## src/rtl/excp_sched.sv

```systemverilog
// Exception / ertn scheduler: flushes the pipe, waits
// for drain, then redirects fetch to the handler or ERA.
module excp_sched #(
  parameter int DRAIN_TIMEOUT = 16
) (
  input  logic        clk,
  input  logic        reset,
  input  logic        ws_valid,
  input  logic [31:0] ws_pc,
  input  logic [4:0]  ws_excp,
  input  logic        ws_ertn,
  input  logic        has_int,
  input  logic [31:0] csr_eentry,
  input  logic [31:0] csr_era,
  input  logic        pipe_empty,
  input  logic        redirect_ready,
  output logic        ws_ready,
  output logic        excp_flush,
  output logic        ertn_flush,
  output logic [31:0] era_out,
  output logic [5:0]  ecode_out,
  output logic [8:0]  esubcode_out,
  output logic        redirect_valid,
  output logic [31:0] redirect_pc,
  output logic        busy
);

  localparam int CW = $clog2(DRAIN_TIMEOUT + 1);
  localparam logic [CW-1:0] CNT_LAST =
    CW'(DRAIN_TIMEOUT - 1);

  localparam logic [5:0] EC_INT  = 6'h00;
  localparam logic [5:0] EC_ADEF = 6'h08;
  localparam logic [5:0] EC_ALE  = 6'h09;
  localparam logic [5:0] EC_SYS  = 6'h0B;
  localparam logic [5:0] EC_BRK  = 6'h0C;
  localparam logic [5:0] EC_INE  = 6'h0D;

  typedef enum logic [1:0] {
    IDLE,
    FLUSH,
    DRAIN,
    REDIRECT
  } state_t;

  state_t        state;
  logic [CW-1:0] cnt;
  logic [31:0]   lat_pc;
  logic [5:0]    lat_ecode;
  logic          lat_ertn;
  logic [31:0]   rpc_q;

  logic          is_excp;
  logic          trig;
  logic          drain_done;
  logic [5:0]    dec_ecode;

  assign is_excp    = has_int | (|ws_excp);
  assign trig       = ws_valid & (is_excp | ws_ertn);
  assign drain_done = pipe_empty | (cnt == CNT_LAST);

  // Highest-priority cause wins: INT, ADEF, INE, SYS, BRK, ALE.
  always_comb begin
    dec_ecode = EC_INT;
    if (has_int)         dec_ecode = EC_INT;
    else if (ws_excp[0]) dec_ecode = EC_ADEF;
    else if (ws_excp[1]) dec_ecode = EC_INE;
    else if (ws_excp[2]) dec_ecode = EC_SYS;
    else if (ws_excp[3]) dec_ecode = EC_BRK;
    else if (ws_excp[4]) dec_ecode = EC_ALE;
  end

  // Sequencer: latch event, flush, drain, redirect.
  always_ff @(posedge clk) begin
    if (reset) begin
      state     <= IDLE;
      cnt       <= '0;
      lat_pc    <= '0;
      lat_ecode <= '0;
      lat_ertn  <= 1'b0;
      rpc_q     <= '0;
    end else begin
      unique case (state)
        IDLE: begin
          if (trig) begin
            state     <= FLUSH;
            lat_pc    <= ws_pc;
            lat_ecode <= is_excp ? dec_ecode : 6'h00;
            lat_ertn  <= ~is_excp;
          end
        end
        FLUSH: begin
          state <= DRAIN;
          cnt   <= '0;
        end
        DRAIN: begin
          if (drain_done) begin
            state <= REDIRECT;
            rpc_q <= lat_ertn ? csr_era : csr_eentry;
          end else begin
            cnt <= cnt + 1'b1;
          end
        end
        REDIRECT: begin
          if (redirect_ready) state <= IDLE;
        end
        default: state <= IDLE;
      endcase
    end
  end

  // Outputs decoded purely from registered state.
  assign ws_ready       = (state == IDLE);
  assign busy           = (state != IDLE);
  assign excp_flush     = (state == FLUSH) & ~lat_ertn;
  assign ertn_flush     = (state == FLUSH) & lat_ertn;
  assign era_out        = excp_flush ? lat_pc : 32'h0;
  assign ecode_out      = excp_flush ? lat_ecode : 6'h0;
  assign esubcode_out   = 9'h0;
  assign redirect_valid = (state == REDIRECT);
  assign redirect_pc    = rpc_q;

endmodule
```

## config.mk

```make
export PLATFORM = sky130hd
export DESIGN_NAME = excp_sched
export DESIGN_NICKNAME = d
export VERILOG_FILES = /design/src/rtl/excp_sched.sv
export SDC_FILE = /design/constraint.sdc
export NUM_CORES = 1
export LEC_CHECK = 0
export ABC_AREA = 1
export BUFFER_PORTS_ARGS = -buffer_cell sky130_fd_sc_hd__buf_4
export CAP_MARGIN = 10
export CORE_ASPECT_RATIO = 1.5
export CORE_MARGIN = 1
export CORE_UTILIZATION = 49
export CTS_CLUSTER_DIAMETER = 40
export CTS_CLUSTER_SIZE = 20
export DETAILED_ROUTE_END_ITERATION = 12
export PLACE_DENSITY_LB_ADDON = 0.25
export RECOVER_POWER = 100
export REMOVE_ABC_BUFFERS = 1
export SKIP_CTS_REPAIR_TIMING = 1
export SLEW_MARGIN = 25
export SYNTH_ARGS = -nofsm -noshare
export SYNTH_HDL_FRONTEND = slang
export SYNTH_SLANG_ARGS = --single-unit
```

## constraint.sdc

```tcl
create_clock -name clk -period 3.3 [get_ports clk]
set_clock_uncertainty 0.15 [all_clocks]
set_input_delay 0.825 -clock clk [delete_from_list [all_inputs] [get_ports clk]]
set_output_delay 0.825 -clock clk [all_outputs]
set_load 0.02 [all_outputs]
```

# Word-level counts from Yosys, hierarchy flattened

Cells that the tools add are included.

Output and inout port bits: 84
Register bits: 78

Bitwise gates (word level): 8
Reductions and logical operators: 8
Mux-type cells: 16
Add/sub/neg operators: 1
Equality and inequality tests: 8

Operators with widths:

| operator              | count |
|---|---|
| $mux W32              | 2 |
| $mux W4               | 6 |
| $mux W6               | 2 |
| $pmux W5 S2           | 1 |
| $pmux W2 S4           | 1 |
| $mux W2               | 3 |
| $ne A2 B2 Y1 const B  | 3 |
| $reduce_and A2 Y1     | 3 |
| $add A5 B1 Y5 const B | 1 |
| $eq A5 B4 Y1 const B  | 1 |
| $mux W5               | 1 |
| $reduce_or A5 Y1      | 1 |
| $eq A2 B2 Y1 const B  | 2 |
| $reduce_bool A2 Y1    | 2 |
| $and A1 B1 Y1         | 3 |
| $or A1 B1 Y1          | 3 |
| $reduce_and A3 Y1     | 1 |
| $eq A2 B1 Y1 const B  | 1 |
| $logic_not A2 Y1      | 1 |
| $ne A2 B1 Y1 const B  | 1 |
| $not A1 Y1            | 2 |

# Depth between registers and ports, before layout

Depth after elaboration: 7
Mapped depth: 11
Depth with buffers taken out: 11

# Worst setup path before layout

OpenSTA, ideal clock, no wires.

Kind: register to output
From: register state[1]
To: output ecode_out[0]
Setup slack: 739 ps
Data required time: 2325 ps
Path buffers: 1
Cell stages (with the launch flop): 8
Data arrival time: 1586 ps
Path through: dfxtp_1 -> inv_1 -> ha_1 -> inv_1 -> nor2_1 -> inv_2 -> clkbuf_1 -> nor2_1

Word-level cells in the longest chain between the ends: 3

RTL lines:

| what                     | line | RTL |
|---|---|---|
| start: declaration       | 46   | `state_t state;` |
| start signal: assignment | 76   | `state <= IDLE;` |
| start signal: assignment | 86   | `state <= FLUSH;` |
| start signal: assignment | 93   | `state <= DRAIN;` |
| $eq A2 B1 Y1             | 115  | `assign excp_flush = (state == FLUSH) & ~lat_ertn;` |
| $and A1 B1 Y1            | 115  |  |
| net excp_flush           | 18   | `output logic excp_flush,` |
| $mux W6                  | 118  | `assign ecode_out = excp_flush ? lat_ecode : 6'h0;` |
| end: declaration         | 21   | `output logic [5:0] ecode_out,` |

The timed path passes the listed nets, and every way through them passes these cells.

# Worst setup path after layout

From: input has_int
To: register lat_pc[22]

Word-level cells in the longest chain between the ends: 4

RTL lines:

| what                               | line | RTL |
|---|---|---|
| start: declaration                 | 12   | `input logic has_int,` |
| $or A1 B1 Y1                       | 58   | `assign is_excp = has_int \| (\|ws_excp);` |
| $or A1 B1 Y1                       | 59   | `assign trig = ws_valid & (is_excp \| ws_ertn);` |
| $and A1 B1 Y1                      | 59   |  |
| $reduce_and A2 Y1 (no source line) | n/a  |  |
| end signal: assignment             | 87   | `lat_pc <= ws_pc;` |
| end: declaration                   | 48   | `logic [31:0] lat_pc;` |

No other way between the ends.
A chain may end at the register's enable or synchronous reset.

==> metrics.yaml <==
logic_synthesis:
  synth_cells: 541
  yosysWarnings: 0
  synth.avg_cell_area_um2: 6.66
  synth_area_mm2: 0.00360
  synth_cell_types: 25
  synthTopCellsByArea: "dfxtp_1 (42%), nand2_1 (15%), nor2_1 (12%), inv_1 (5.8%), a31oi_1 (5.6%)"
  seq_area_frac_synth: 0.422
  ys_ff_latch: 76
  synth_top_cell_by_area: "dfxtp_1"
  synth_top_area_share: 0.422
place:
  dp_cells: 791
  portBuffers: 180
  gp_congestion: 0.797
  post-place-ws_ns: 0.777
  hpwl_mm: 6.78
run_status:
  status: "finished clean"
worst_setup_path:
  cpPeakStageDelay_ns: 0.76
  cp_slowest_cell: "nand3_1"
  path_buf_inv: 2
  cp_max_fo: 44
  cp-start-kind: "input pin"
  critPathCaptureType: "flop"
  crit_family: "simple AND/OR/NAND/NOR gates"
  crit_type: "in2reg"
  critPathRequiredTime_ns: 3.38
  path_cells: "clkbuf_1, nor2_1, nand4_1, nand3_1, buf_2, nand2_1, nand2_1, nor2_1"
  crit_arrival_ns: 3.00
  r2r_setup_slack_ns: 0.51
run:
  cap_violations: 0
sta:
  tns_ns: 0
  finalWorstSetupSlack_ns: 0.380
  rsz0062_at_grt: "false"
  tightest_slew_ns: 1.44
  max-slew-margin-rel: 0.0362
  slew_viol_final: 0
  hold_viol_final: 0
  fmax_mhz: 342
  setup_viol: 0
  finalCriticalPeriod_ns: 2.92
  period_share: 0.885
power:
  vdd_drop_max_mv: 0.406
  powerDensity_mw_per_mm2: 655
  p_leak_nw: 2.34
drt:
  vias_per_cell: 4.84
  wl_met1_mm: 3.70
  met3_length_um: 773
  ant_nets: 0
  routed-wl-met2_mm: 4.69
  post_drt_wl_per_cell_um: 11.6
  routed.top_layer: "met4"
  first_pass_iters: 4
  drc_errors: 0
  drtIter0Drc: 150
  num_vias: 3895
  drt-total-wl_mm: 9.36
hold_path:
  hold_path.class: "reg2reg"
layout:
  syn_to_final_growth_pct: 31.9
  final_nets: 819
  final_cells: 805
  n_antenna_cell: 0
  post_route_cells_drive_above_1_share: 0.179
  post-route-util: 0.680
grt:
  grt_max_degree: 65
  antenna_found_initial: 0
  grt_pass1_wl_mm: 15.3
  grt_util_all_layers: 0.250
  grt_pass1_vias: 3764
  gr-total-overflow: 0
clock_tree:
  clk_pin_slew_ns: 0.07
  clockRootBuffer: "clkbuf_8"
  clockBufferDepth: 2
  cts_tree: "done"
  numCtsBuffers: 9
  cts.htree.levels: 3
  clock-sinks: 76
  insertion_delay_ns: 0.34
die:
  die_area_mm2: 0.00771
  ios: 192
  rows: 37
  die_height_um: 107
  initial_core_util: 0.516
  coreArea_mm2: 0.00699
  die_w_um: 72.0
## per-stage QoR
step	area [um^2]	total power (W)	hold WS [ns]
4_1_cts	5060	0.00329	0.324
3_3_place_gp	4900	0.00264	0.302
6_report	4760	0.00312	0.319
3_5_place_dp	4900	0.00270	0.310
5_1_grt	4760	0.00337	0.345
2_1_floorplan	3380	0.00213	0.283
## cell type report
type | count | area, um^2
clock buffers | 11 | 141
clock inverters | 3 | 15.0
fillers | 667 | 2230
inverters | 59 | 221
multi-input cells | 374 | 1630
flip-flops and latches | 76 | 1520
well taps | 97 | 121
repair buffers | 185 | 1100
## cell families (layout without fill, tap and decap cells)
family | after synthesis | count (layout) | synth area share
DFF | 76 | 76 | 0.422
buffers and inverters | 101 | 258 | 0.134
AOI/OAI and AO/OA | 81 | 81 | 0.128
and+or+nand+nor | 276 | 276 | 0.294
other | 1 | 11 | 0.00104
adders and majority gates | 6 | 6 | 0.0208
## power breakdown
part	internal [W]	leakage [nW]	switching, W
Combinational	0.000400	1.63	0.000896
Sequential	0.00114	0.623	0.0000855
Clock	0.000282	0.0848	0.000311
## worst paths after layout
| kind | cells after the start | endpoint | from |
|---|---|---|---|
| max | 8 | lat_pc[22] | has_int |
| min | 1 | cnt[3] | cnt[3] |
| max reg2reg | 7 | lat_pc[22] | state[0] |
| min reg2reg | 1 | cnt[3] | cnt[3] |
## cells in the final DEF (no fill, tap or decap)
cell	n
ha_1	6
nand3_1	7
a21oi_1	9
a31oi_1	32
clkbuf_8	10
inv_1	56
nand2_1	147
dfxtp_1	76
a21oi_4	1
buf_2	1
nand3b_1	1
nor2_1	117
o21ai_1	2
clkbuf_2	1
clkinv_1	1
conb_1	11
clkinv_2	3
nor2_2	1
o21ai_0	35
a211oi_1	1
o22ai_1	1
nor3_1	2
nand4_1	1
buf_4	108
inv_2	2
clkbuf_1	76
## registers in the layout, summed over array words and instances, names as in the netlist
register	cells
lat_ecode	4
cnt	5
lat_ertn	1
lat_pc	32
redirect_pc	32
state	2
## cell usage after synthesis (all sizes together)
master and count:
nand2 147, nor2 118, dfxtp 76, inv 58, o21ai 37, a31oi 32, buf 26, clkbuf 16
a21oi 10, nand3 7, ha 6, nor3 2, a211oi 1, clkinv 1, conb 1, nand3b 1
nand4 1, o22ai 1
## layer usage
| metal | vias up | track usage |
|---|---|---|
| met5 | - | 0 |
| met2 | 163 | 0.476 |
| li1 | 1975 | - |
| met3 | 19 | 0.0761 |
| met1 | 1738 | 0.242 |
| met4 | 0 | 0.105 |
Note: power is estimated with default switching activity, not from simulation.
